--- config.mk ---
export PLATFORM = sky130hd
export DESIGN_NAME = matrix_dripper
export DESIGN_NICKNAME = d
export VERILOG_FILES = /design/src/rtl/matrix_dripper_pkg.sv /design/src/rtl/matrix_dripper_lane.sv /design/src/rtl/matrix_dripper.sv
export SDC_FILE = /design/constraint.sdc
export NUM_CORES = 1
export LEC_CHECK = 0
export BUFFER_PORTS_ARGS = -buffer_cell sky130_fd_sc_hd__buf_2
export CAP_MARGIN = 20
export CORE_AREA = 2 2 253 255
export DETAILED_ROUTE_END_ITERATION = 16
export DIE_AREA = 0 0 255 257
export SYNTH_ARGS = -nofsm -noshare
export SYNTH_HDL_FRONTEND = slang
export SYNTH_HIERARCHICAL = 1
export SYNTH_SLANG_ARGS = --single-unit
--- constraint.sdc ---
create_clock -name clk -period 2.45 [get_ports clk]
set_clock_uncertainty 0.15 [all_clocks]
set_input_delay 0.49 -clock clk [delete_from_list [all_inputs] [get_ports clk]]
set_output_delay 0.49 -clock clk [all_outputs]
set_load 0.01 [all_outputs]
--- src/rtl/matrix_dripper_pkg.sv ---
// Shared constants and types for the matrix_dripper skew feeder.
// Optional build macro: DRIPPER_OUTREG_EN (registered p1..p4 outputs).
package matrix_dripper_pkg;
  localparam int DATA_W = 32;
  localparam int N      = 4;
  localparam int STEPS  = 2 * N - 1;

  typedef logic [DATA_W-1:0] word_t;
endpackage

--- src/rtl/matrix_dripper_lane.sv ---
// One row of the dripper: stores four words and emits column (count - ROW + 1), zero outside 1..4.
// Optional build macro: DRIPPER_OUTREG_EN adds one register stage on p.
module matrix_dripper_lane #(
  parameter int DATA_W = matrix_dripper_pkg::DATA_W,
  parameter int ROW    = 1
) (
  input  logic                                           clk,
  input  logic                                           rst_n,
  input  logic                                           load,
  input  logic [5:0]                                     count,
  input  logic [matrix_dripper_pkg::N-1:0][DATA_W-1:0]   row,
  output logic [DATA_W-1:0]                              p
);
  import matrix_dripper_pkg::*;

  // Valid window for this lane is count in [ROW, ROW+N-1]; a range compare
  // keeps out-of-window counts (including 0 and 8..63) from aliasing a column.
  localparam logic [5:0] LO = 6'(ROW);
  localparam logic [5:0] HI = 6'(ROW + N - 1);

  logic [N-1:0][DATA_W-1:0] m;
  logic [1:0]               idx;
  logic [DATA_W-1:0]        sel;

  always_ff @(posedge clk) begin
    if (!rst_n) begin
      m <= '0;
    end else if (load) begin
      m <= row;
    end
  end

  always_comb begin
    idx = 2'(count - LO);
    sel = '0;
    if (count >= LO && count <= HI) begin
      sel = m[idx];
    end
  end

`ifdef DRIPPER_OUTREG_EN
  always_ff @(posedge clk) begin
    if (!rst_n) begin
      p <= '0;
    end else begin
      p <= sel;
    end
  end
`else
  assign p = sel;
`endif
endmodule

--- src/rtl/matrix_dripper.sv ---
// Top of the 4x4 input-skewing feeder: wires the 16 matrix inputs into four staggered lanes.
// Optional build macro: DRIPPER_OUTREG_EN (registered outputs, one extra cycle of latency).
module matrix_dripper #(
  parameter int DATA_W = matrix_dripper_pkg::DATA_W
) (
  input  logic              clk,
  input  logic              rst_n,
  input  logic [DATA_W-1:0] i11, i12, i13, i14,
  input  logic [DATA_W-1:0] i21, i22, i23, i24,
  input  logic [DATA_W-1:0] i31, i32, i33, i34,
  input  logic [DATA_W-1:0] i41, i42, i43, i44,
  input  logic [5:0]        count,
  input  logic              load,
  output logic [DATA_W-1:0] p1,
  output logic [DATA_W-1:0] p2,
  output logic [DATA_W-1:0] p3,
  output logic [DATA_W-1:0] p4
);
  import matrix_dripper_pkg::*;

  logic [N-1:0][N-1:0][DATA_W-1:0] rows;
  logic [N-1:0][DATA_W-1:0]        lane_p;

  // rows[r][c] holds element (r+1, c+1).
  assign rows[0] = {i14, i13, i12, i11};
  assign rows[1] = {i24, i23, i22, i21};
  assign rows[2] = {i34, i33, i32, i31};
  assign rows[3] = {i44, i43, i42, i41};

  for (genvar r = 0; r < N; r++) begin : g_lane
    matrix_dripper_lane #(
      .DATA_W (DATA_W),
      .ROW    (r + 1)
    ) u_lane (
      .clk   (clk),
      .rst_n (rst_n),
      .load  (load),
      .count (count),
      .row   (rows[r]),
      .p     (lane_p[r])
    );
  end

  assign p1 = lane_p[0];
  assign p2 = lane_p[1];
  assign p3 = lane_p[2];
  assign p4 = lane_p[3];
endmodule

==> results of run 1 <==
-- area by class of cell --
type / count / area (um^2)
Inverter: 3 / 13.8
Antenna cell: 16 / 40.0
Timing Repair Buffer: 1248 / 10100
Fill cell: 5172 / 26900
Tap cell: 846 / 1060
Clock buffer: 87 / 1730
Clock inverter: 16 / 169
Multi-Input combinational cell: 1294 / 12500
Sequential cell: 512 / 10200
-- power groups by stage --
stage	clock network [uW]	logic, uW	registers, uW
floorplan	0	1680	9160
global placement	0	2540	9260
detailed placement	0	2600	9280
CTS	8900	3440	9110
global route	9240	3720	9160
finish	8700	3480	9110
-- layer usage --
| layer | track usage | vias up | share of wire |
|---|---|---|---|
| met5 | 0 | - | 0.0012 |
| met4 | 0.106 | 16 | 0.043 |
| met3 | 0.0489 | 213 | 0.051 |
| met2 | 0.406 | 600 | 0.49 |
| met1 | 0.277 | 9464 | 0.42 |
| li1 | - | 9277 | - |
-- repair_timing --
action | 4_1_cts | 5_1_grt
endpoints found under the hold margin | 485 | 0
buffers inserted | 17 | 4
hold buffers | 485 | 0
cloned | 9 | 3
gates resized for setup | 90 | 25
endpoints found under the setup margin | 126 | 108
pin swaps | 10 | 17
-- critical path, cell delays in order --
cell and delay, ns:
clkbuf_16 0.15, buf_16 0.17, ha_4 0.16, or3b_4 0.40, buf_12 0.19, and4_1 0.21, buf_2 0.15
-- Yosys cell counts, types with 5 or more instances --
library cell  count  share of area
clkbuf_1         84          0.013
buf_6             7         0.0034
ha_1              5         0.0027
and3_1           32         0.0085
buf_2            66          0.014
buf_12            9         0.0077
mux4_2          118           0.11
mux2i_1         512           0.22
nor2b_1         512           0.14
dfxtp_1         512           0.44
and4_1           64          0.024
mux4_1           10          0.011
and2_1           32         0.0085
-- worst min path at each step --
stage                                          endpoint  slack, ns  cells past startpoint
floorplan           g_lane[0].u_lane/m[87]$_SDFFE_PN0P_       0.32                      2
global placement    g_lane[2].u_lane/m[61]$_SDFFE_PN0P_       0.34                      2
detailed placement   g_lane[1].u_lane/m[1]$_SDFFE_PN0P_       0.35                      2
CTS                 g_lane[2].u_lane/m[22]$_SDFFE_PN0P_     0.0002                      3
global route        g_lane[0].u_lane/m[68]$_SDFFE_PN0P_       0.02                      3
finish              g_lane[1].u_lane/m[64]$_SDFFE_PN0P_       0.03                      3
-- stage by stage --
step / setup TNS, ns / util / total power, uW
floorplan: -0.449 / - / 10800
global placement: -17.98 / 0.448 / 11800
detailed placement: -19.62 / 0.448 / 11900
CTS: -6.84 / 0.568 / 21500
global route: -10.22 / 0.572 / 22100
finish: -6.90 / 0.572 / 21300
-- cells by family (layout without fill, tap and decap cells) --
| family | count (synthesis) | count (layout) | share of synthesized area |
|---|---|---|---|
| simple gates | 648 | 648 | 0.179 |
| mux | 640 | 640 | 0.342 |
| flops | 512 | 512 | 0.436 |
| buf+inv | 172 | 1354 | 0.0399 |
| fa+ha+maj | 5 | 5 | 0.00266 |
| xor+xnor | 1 | 1 | 0.000372 |
| other cells | 0 | 16 | 0 |
==> results.md, run 1 <==
* Status: finished, violations left
* Failing checks: setup timing
* Critical Path Source: count[0]
* Largest registers: g_lane.u_lane/m: 512 flops
* DRT iter0 DRCs at between 900 and 1000
* Layout area overhead at 52.4%
* Worst EP arrival at 1.95 ns
* Most frequent cells in the layout: buf_2 (619), mux2i_1 (512), nor2b_1 (512), dfxtp_1 (512), dlygate4sd3_1 (485)
* Rel. slew slack at 0.734
* Syn Nets at 2504
* Crit path launch type: input pin
* Die ar. at 0.0655 mm^2
* CTS Buf Count at 57
* Worst EP required at roughly 1.8 ns
* Vias in the first global route at between 20000 and 25000
* Power Dens Cells at 594 mW/mm^2
* Final Non-Filler Cells at slightly above 4000
* CTS sink count at approximately 500
* Final min period at 2.59 ns
* Peak VDD IR at between 400 and 500 uV
* GRT Total Usage at 0.234
* Post-route cell area at ~0.036 mm^2
* Worst setup path class: input pin to primary output
* Number of synthesized flops with an enable pin at 0
* Depth of the CTS H-tree at 2
* Gr ovfl total at 0
* Worst-path clk slew at 0.06 ns
* Clk pwr share at 0.409
* # nets final at between 3000 and 4000
* Most common cell after layout, fill and taps aside: buf_2
* Largest Register: g_lane.u_lane/m
* Cell Count Post-Placement at between 3000 and 4000
* Post-Syn Instances at between 1500 and 2000
* Setup ws final at -0.139 ns
* Starting density of the core at 0.375
* Final worst path period share at 1.06
* Core footprint at approximately 0.063 mm^2
* Ports at between 600 and 700
* Clock Latency Late Sink at slightly below 0.6 ns
* Fin. max-slew vios at 0
* Netlist cell types at 22
* Clock root buffer: clkbuf_16
* Sequential fraction of the synthesis area at 0.436
* R2r startpoint: g_lane[2].u_lane/m[44]$_SDFFE_PN0P_
* Crit path to: p1[6]
* Layout cells sized above 1 at 0.322
* Largest net degree at the start of global routing at about 110
* Switch Pwr at between 5000 and 6000 uW
* Critical R2R Capture: g_lane[2].u_lane/m[44]$_SDFFE_PN0P_
* First-pass GRT wire length at around 120000 um
* CP Capture Type: primary output
* Drt pass-1 iters at 5
* Antenna Nets Post-Route at 0
* Rows at roughly 90
* WL/cell at 19.8 um
* Hold path startpoint: i23[0]
* Gpl congestion at around 0.85
* DP Area at roughly 0.028 mm^2
* Power Internal at roughly 16000 uW
* Hold Vio Cnt, Final at 0
* Max Cap Viol at 0
* RSZ-0062 raised after global routing: yes
* Cell Area, Synth at approximately 0.024 mm^2
* Pre-CTS setup slack at -0.227 ns
* Port bufs at roughly 650
* Reg power frac at 0.428
* Detailed-route via count at between 15000 and 20000
* Final WL at 79700 um
* Fin Hold WS at around 0.03 ns
* Top FF cell, synth: dfxtp_1
* CP max FO at 27
* Initial antenna violation count at 24
* CTS tree: built
* Clk buf depth at 3
* Setup-failing EPs final at 86
* Syn Area/Cell at 11.9 um^2
* Die Height at about 260 um
* Slew at the pin closest to its max-slew limit at around 0.40 ns
* Yosys warnings at 6
* Fmax at 386 MHz
* Reg2Reg Setup Slack at 1.61 ns
* R2R depth at 2
* Worst hold path class: input pin to flip-flop
* Combinational Power Share at 0.163
* Sw Share at 0.244
* P_leak at 0.0162 uW
* Half-perimeter wire length after placement at roughly 53000 um
* Via/cell ratio at about 5
* Die X at about 260 um
* Ys async rst share at 0
* #FFs+latches synth at 512
* DRC viols at 0
* Largest register FFs at a little over 500
Note: power is estimated with default switching activity, not from simulation.
==> run 2: changes to the inputs <==
clock period = 2.15 ns   (was 2.45 ns; I/O delays follow)
==> run 2 against run 1 <==
Net effect:
- combinational power is 20% higher
- sequential share of layout area is 0.80 points lower
- cell count is 1.4% higher
- largest cell class unchanged
- the flow still finishes with violations (setup timing)
- flip-flop and latch count stayed put
- final area is 4.0% higher
- critical endpoint is now p1[21]
- worst hold slack better by 0.030 ns
- clock power is 17% higher
- first-iteration DRC count is 17% higher
- core utilization is 2.3 points higher
==> results.md, run 2 (synthesized netlist as in run 1, its figures left out) <==
* Antenna Nets Post-Route at 0 (unchanged)
* Core footprint at 0.0627 mm^2 (unchanged)
* Slowest Stage Delay on Critical Path at 0.33 ns (-0.07 ns)
* Post-route cell area at 0.0373 mm^2 (+4.0%)
* Fmax at ~410 MHz
* Slew at the pin closest to its max-slew limit at 0.552 ns (+0.154 ns)
* GRT Total Usage at 0.242 (+0.00709)
* Largest registers: g_lane.u_lane/m: 512 flops
* Final worst path period share at 1.14
* Half-perimeter wire length after placement at 53200 um (+0.71%)
* Clock Latency Late Sink at 0.61 ns (+0.02 ns)
* CP Capture Type: primary output
* Rows at 92 (unchanged)
* CP max FO at 10 (-63%)
* R2R depth at 3 (+1)
* Critical R2R Capture: g_lane[1].u_lane/m[96]$_SDFFE_PN0P_
* Die Height at 257 um (unchanged)
* Crit-path slowest cell: mux4_2
* Vias in the first global route at 21625 (+1.2%)
* Clk buf depth at 3 (unchanged)
* Initial antenna violation count at 25 (+4.2%)
* Failing checks: setup timing
* Fin. max-slew vios at 0 (unchanged)
* Switch Pwr at 6090 uW (+17%)
* P_leak at 0.0166 uW (+2.3%)
* Die ar. at 0.0655 mm^2 (unchanged)
* Most common cell after layout, fill and taps aside: buf_2
* Reg2Reg Setup Slack at 1.19 ns (-0.42 ns)
* Port bufs at 648 (unchanged)
* Layout area overhead at 58.5%
* Gpl congestion at 0.828 (-2.8%)
* Final min period at between 2 and 2.5 ns
* Peak VDD IR at 668 uV (+37%)
* Starting density of the core at 0.375 (unchanged)
* Drt pass-1 iters at 7 (+2)
* Gr ovfl total at 0 (unchanged)
* Hold Vio Cnt, Final at 0 (unchanged)
* Pre-CTS setup slack at -0.449 ns (-0.222 ns)
* DRC viols at 0 (unchanged)
* Power Dens Cells at 666 mW/mm^2 (+12%)
* Worst hold path class: input pin to flip-flop
* Crit-path cells: clkbuf_16 -> inv_8 -> ha_4 -> buf_12 -> buf_12 -> mux4_2 -> and4_4 -> buf_6
* Worst EP arrival at 1.87 ns (-0.08 ns)
* Status: finished, violations left
* CTS sink count at 512 (unchanged)
* Clk pwr share at 0.412 (+0.003)
* Final WL at 82700 um (+3.7%)
* CP most frequent cell: buf_12
* Most frequent cells in the layout: buf_2 (528), mux2i_1 (512), nor2b_1 (512), dlygate4sd3_1 (512), dfxtp_1 (425)
* Die X at 255 um (unchanged)
* R2r startpoint: g_lane[1].u_lane/m[96]$_SDFFE_PN0P_
* Crit path launch type: input pin
* Ports at 649 (unchanged)
* CTS Buf Count at 57 (unchanged)
* Critical Path Source: count[0]
* Via/cell ratio at 4.90 (+0.70%)
* Clock root buffer: clkbuf_16
* Layout cells sized above 1 at 0.383 (+0.0609)
* First-pass GRT wire length at 124000 um (+3.3%)
* Worst-path clk slew at 0.06 ns (about the same)
* Depth of the CTS H-tree at 2 (unchanged)
* Crit path to: p1[21]
* Reg power frac at 0.419 (-0.009)
* Largest net degree at the start of global routing at 114 (unchanged)
* Rel. slew slack at 0.632 (-0.102)
* Detailed-route via count at 19982 (+2.1%)
* Worst setup path class: input pin to primary output
* RSZ-0062 raised after global routing: yes
* Max Cap Viol at 0 (unchanged)
* DRT iter0 DRCs at 1105 (+17%)
* Setup ws final at -0.302 ns (-0.163 ns)
* Worst EP required at 1.57 ns (-0.24 ns)
* Power Internal at 18700 uW (+16%)
* DP Area at 0.0284 mm^2 (+0.85%)
* # nets final at 3689 (+1.3%)
* Largest register FFs at 512 (unchanged)
* CTS tree: built
* WL/cell at 20.3 um (+2.3%)
* Combinational Power Share at 0.169 (+0.006)
* Largest Register: g_lane.u_lane/m
* Setup-failing EPs final at 128 (+49%)
* Sw Share at 0.245 (+0.00149)
## run 2: cell count changes in the layout (fill, tap and decap cells not counted), moves of 6 or more
cell           previous run  this run
buf_6                    31       123
buf_2                   619       528
dfxtp_1                 512       425
dfxtp_2                   0        87
and4_1                   61         3
and4_4                    3        61
dlygate4sd3_1           485       512
and2_1                   27         2
and2_4                    5        30
buf_4                    44        65
and3_1                   14         2
and3_4                   18        30
clkinv_2                  9        15
## run 2: how the worst min path moves through the flow
| stage | endpoint | depth (start not counted) | slack, ns | from |
|---|---|---|---|---|
| 3_5_place_dp | g_lane[0].u_lane/m[127]$_SDFFE_PN0P_ | 2 | 0.35 | g_lane[0].u_lane/m[127]$_SDFFE_PN0P_ |
| 5_1_grt | g_lane[1].u_lane/m[51]$_SDFFE_PN0P_ | 2 | 0.04 | rst_n |
| 2_1_floorplan | g_lane[0].u_lane/m[87]$_SDFFE_PN0P_ | 2 | 0.32 | g_lane[0].u_lane/m[87]$_SDFFE_PN0P_ |
| 3_3_place_gp | g_lane[1].u_lane/m[125]$_SDFFE_PN0P_ | 2 | 0.34 | g_lane[1].u_lane/m[125]$_SDFFE_PN0P_ |
| 4_1_cts | g_lane[1].u_lane/m[51]$_SDFFE_PN0P_ | 2 | 0.02 | rst_n |
| 6_report | g_lane[1].u_lane/m[51]$_SDFFE_PN0P_ | 2 | 0.06 | rst_n |
## run 2: metrics by stage
stage	utilization	power (uW)	cells	hold WS, ns	TNS [ns]
after detailed placement	0.452	13600	3392	0.349	-42.21
after CTS	0.586	24900	4040	0.0228	-27.18
after global routing	0.594	25800	4077	0.0411	-27.24
final	0.594	24800	4078	0.0602	-22.54
after floorplan	-	12400	1978	0.324	-2.39
after global placement	0.452	13500	3392	0.339	-40.23
## run 2: per-layer routing
metal,vias to the layer above,share of wire,GRT usage
met5,-,0.00080,0
li1,9375,-,-
met3,235,0.054,0.0492
met2,678,0.49,0.419
met4,10,0.043,0.106
met1,9684,0.41,0.287
## run 2: repair_timing
action                                  in CTS  in global routing
hold endpoints to repair                   512                  0
gates resized for setup                    209                132
endpoints found under the setup margin     128                128
hold buffers                               512                  0
gates cloned                                13                  1
setup buffers                               16                 18
pin swaps                                   70                 16
## run 2: layout make-up
type                       count  area (um^2)
clock buffer                  82         1710
sequential                   512        10400
tap                          846         1060
multi-input combinational   1297        12800
fill                        4856        25400
timing repair buffer        1292        11000
inverter                       3         23.8
clock inverter                25          265
antenna                       21         52.6
## run 2: power groups by stage
stage / Clock, uW / Combinational, uW / Sequential [uW]
6_report: 10200 / 4180 / 10400
5_1_grt: 10800 / 4470 / 10400
4_1_cts: 10400 / 4090 / 10400
3_5_place_dp: 0 / 3030 / 10600
3_3_place_gp: 0 / 2970 / 10500
2_1_floorplan: 0 / 1960 / 10400
## run 2: critical path: cells and delay by family
kind                     cells  cell delay, ns
multiplexers                 1            0.33
buffers and inverters        5            0.57
AND/OR/NAND/NOR              1            0.21
adder cells (fa/ha/maj)      1            0.30
==> run 3: changes to the inputs <==
CAP_MARGIN = 40   (was 20)
CORE_AREA = 2 2 252 254   (was 2 2 253 255)
DIE_AREA = 0 0 254 256   (was 0 0 255 257)
SYNTH_HIERARCHICAL = not set   (was 1)
==> run 3 against run 2 <==
Net effect:
- the flow still finishes with violations (setup timing)
- combinational power is 3% lower
- wire length is 0.70% higher
- final area down 2.4%
- synthesized area decreased by 0.30%
- die area is 0.78% lower
- worst hold slack got worse by 0.018 ns
- core utilization fell by 1.1 points
- critical path depth unchanged
- worst setup slack lost 0.16 ns
==> results.md, run 3 <==
* First-pass GRT wire length at 125000 um (+1.2%)
* CP Capture Type: primary output
* Top cell type's share of synthesized area at 0.437 (+0.00132)
* Syn Area/Cell at 11.8 um^2 (-0.60%)
* # nets final at 3665 (-0.65%)
* Largest register FFs at 512 (unchanged)
* Area leader, netlist: dfxtp_1
* Clk buf depth at 3 (unchanged)
* Final min period at 2.61 ns (+0.160 ns)
* Most frequent cells in the layout: buf_2 (607), mux2i_1 (512), nor2b_1 (512), dlygate4sd3_1 (511), dfxtp_1 (510)
* #FFs+latches synth at 512 (unchanged)
* Top FF cell, synth: dfxtp_1
* Largest net degree at the start of global routing at 125 (+9.6%)
* Power Dens Cells at 685 mW/mm^2 (+3.0%)
* Cell Area, Synth at 0.0235 mm^2 (-0.30%)
* Most common cell after layout, fill and taps aside: buf_2
* Final WL at 83300 um (+0.70%)
* Antenna Nets Post-Route at 0 (unchanged)
* Clock root buffer: clkbuf_16
* Hold Vio Cnt, Final at 0 (unchanged)
* RSZ-0062 raised after global routing: yes
* Rel. slew slack at 0.680 (+0.0481)
* Worst hold path class: input pin to flip-flop
* Worst EP arrival at 2.03 ns (+0.16 ns)
* WL/cell at 20.6 um (+1.4%)
* Drt pass-1 iters at 5 (-2)
* Worst-path clk slew at 0.06 ns (about the same)
* Depth of the CTS H-tree at 2 (unchanged)
* Worst EP required at 1.57 ns (about the same)
* Final core occ at 0.583 (-0.0111)
* Half-perimeter wire length after placement at 56500 um (+6.1%)
* GRT Total Usage at 0.248 (+0.00626)
* DRC viols at 0 (unchanged)
* Fin. max-slew vios at 0 (unchanged)
* Ports at 649 (unchanged)
* Ys async rst share at 0 (unchanged)
* Initial antenna violation count at 21 (-16%)
* Yosys warnings at 0 (-6)
* Post-Syn Instances at 1984 (+0.30%)
* DRT iter0 DRCs at 1189 (+7.6%)
* Slew at the pin closest to its max-slew limit at 0.480 ns (-0.0722 ns)
* Most frequent cells after synthesis: dfxtp_1 (512), mux2i_1 (512), nor2b_1 (512)
* Gr ovfl total at 0 (unchanged)
* Die Height at 256 um (-0.39%)
* Worst setup path class: input pin to primary output
* Number of synthesized flops with an enable pin at 0 (unchanged)
* Crit path launch type: input pin
* Final worst path period share at 1.21 (+0.0742)
* Starting density of the core at 0.376 (+0.000933)
* Wire length on met3 at 5410 um (+22%)
* Fmax at 383 MHz (-6.1%)
* R2R depth at 3 (unchanged)
* Top Layer Used: met5
* Setup-failing EPs final at 128 (unchanged)
* Reg2Reg Setup Slack at 1.25 ns (+0.06 ns)
* Netlist cell types at 20 (-9.1%)
* Die ar. at 0.0650 mm^2 (-0.78%)
* Gpl congestion at 0.880 (+6.2%)
* Sequential fraction of the synthesis area at 0.437 (+0.00132)
* Hold depth at 3 (+1)
* Status: finished, violations left
* Via/cell ratio at 4.91 (+0.18%)
* Largest Register: g_lane.u_lane.m
* Tot Pwr at 24900 uW (+0.48%)
* Rows at 92 (unchanged)
* Detailed-route via count at 19886 (-0.48%)
* Core footprint at 0.0624 mm^2 (-0.55%)
* Layout area overhead at 55.1%
* Max Cap Viol at 0 (unchanged)
* Clock Latency Late Sink at 0.60 ns (about the same)
* CP max FO at 16 (+6)
* CTS Buf Count at 58 (+1.8%)
* Fin Hold WS at 0.0418 ns (-0.0184 ns)
* Hold path startpoint: i24[14]
* Failing checks: setup timing
* M1 WL at 33700 um (about the same)
* Routed length on met2 at 40800 um (-0.29%)
* Largest registers: g_lane.u_lane.m: 512 flops
* CTS tree: built
* R2r startpoint: g_lane[3].u_lane.m[127]$_SDFFE_PN0P_
* Setup ws final at -0.462 ns (-0.160 ns)
* P_leak at 0.0165 uW (-0.62%)
* Port bufs at 648 (unchanged)
* Syn Nets at 2509 (+0.20%)
* Critical R2R Capture: g_lane[3].u_lane.m[127]$_SDFFE_PN0P_
* CTS sink count at 512 (unchanged)
* Die X at 254 um (-0.39%)
* Vias in the first global route at 21511 (-0.53%)
* Top cells by area, synth: dfxtp_1 (44%), mux2i_1 (22%), nor2b_1 (14%), mux4_2 (12%), and4_1 (3.6%)
* Peak VDD IR at 582 uV (-13%)
* Hold endpoint: g_lane[1].u_lane.m[110]$_SDFFE_PN0P_
* Layout cells sized above 1 at 0.338 (-0.0450)
run 3: changes by cell type in the layout (fill, tap and decap cells not counted), sizes merged, moves of 2 or more:
cell / delta
clkinvlp: -3
buf: -16
and4: +32
and2: -32
bufinv: +3
or3b: -2
nor3: -2
diode: -5
clkinv: +2
run 3: worst max-delay path by stage:
stage	from	to	slack, ns	cells past startpoint
after floorplan	count[0]	p3[10]	-0.65	10
after detailed placement	count[1]	p3[9]	-0.54	7
after global routing	count[0]	p3[15]	-0.49	8
after global placement	count[1]	p3[4]	-0.52	7
after CTS	count[0]	p3[9]	-0.47	8
final	count[0]	p1[5]	-0.46	8
run 3: repair_timing:
| action | CTS | global route |
|---|---|---|
| pin swaps | 2 | 3 |
| hold endpoints to repair | 511 | 0 |
| hold buffers | 511 | 0 |
| setup buffers | 14 | 1 |
| resized for setup | 75 | 15 |
| endpoints found under the setup margin | 128 | 128 |
| gates cloned | 11 | 1 |
run 3: kinds of logic after synthesis:
| logic type | synth area share |
|---|---|
| buffers and inverters | 0.0366 |
| and+or+nand+nor | 0.183 |
| adders and majority gates | 0.00213 |
| muxes | 0.341 |
| DFF | 0.437 |
run 3: final cells by class:
cell class              instances  area [um^2]
diodes                         16         40.0
clock buffers                  82         1670
clock inverters                27          343
fillers                      5060        26000
inverters                       2         15.0
multi-input cells            1291        12600
flip-flops and latches        512        10300
well taps                     846         1060
repair buffers               1275        10400
run 3: worst max-delay path: stages:
cell and delay (ns):
clkbuf_16 0.13, buf_4 0.17, ha_2 0.20, or3b_4 0.45
buf_6 0.15, buf_16 0.15, and4_4 0.20, buf_2 0.14
run 3: report_power, final:
part	switching, uW	internal (uW)
combinational	1600	2460
clock	4110	6360
sequential	342	10100
total	6050	18900
run 3: metal layers:
metal / global-route usage / vias up
met5: 0 / -
met4: 0.102 / 12
met3: 0.0573 / 218
met2: 0.427 / 726
met1: 0.295 / 9546
li1: - / 9384
run 3: stage by stage:
| stage | std cells | setup slack (ns) | instance area (um^2) | TNS (ns) |
|---|---|---|---|---|
| after CTS | 4034 | -0.466 | 36300 | -48.97 |
| after global placement | 3389 | -0.519 | 28400 | -55.87 |
| after floorplan | 1984 | -0.653 | 23800 | -50.94 |
| after global routing | 4050 | -0.495 | 36400 | -53.63 |
| final | 4051 | -0.462 | 36400 | -47.88 |
| after detailed placement | 3389 | -0.536 | 28400 | -57.40 |
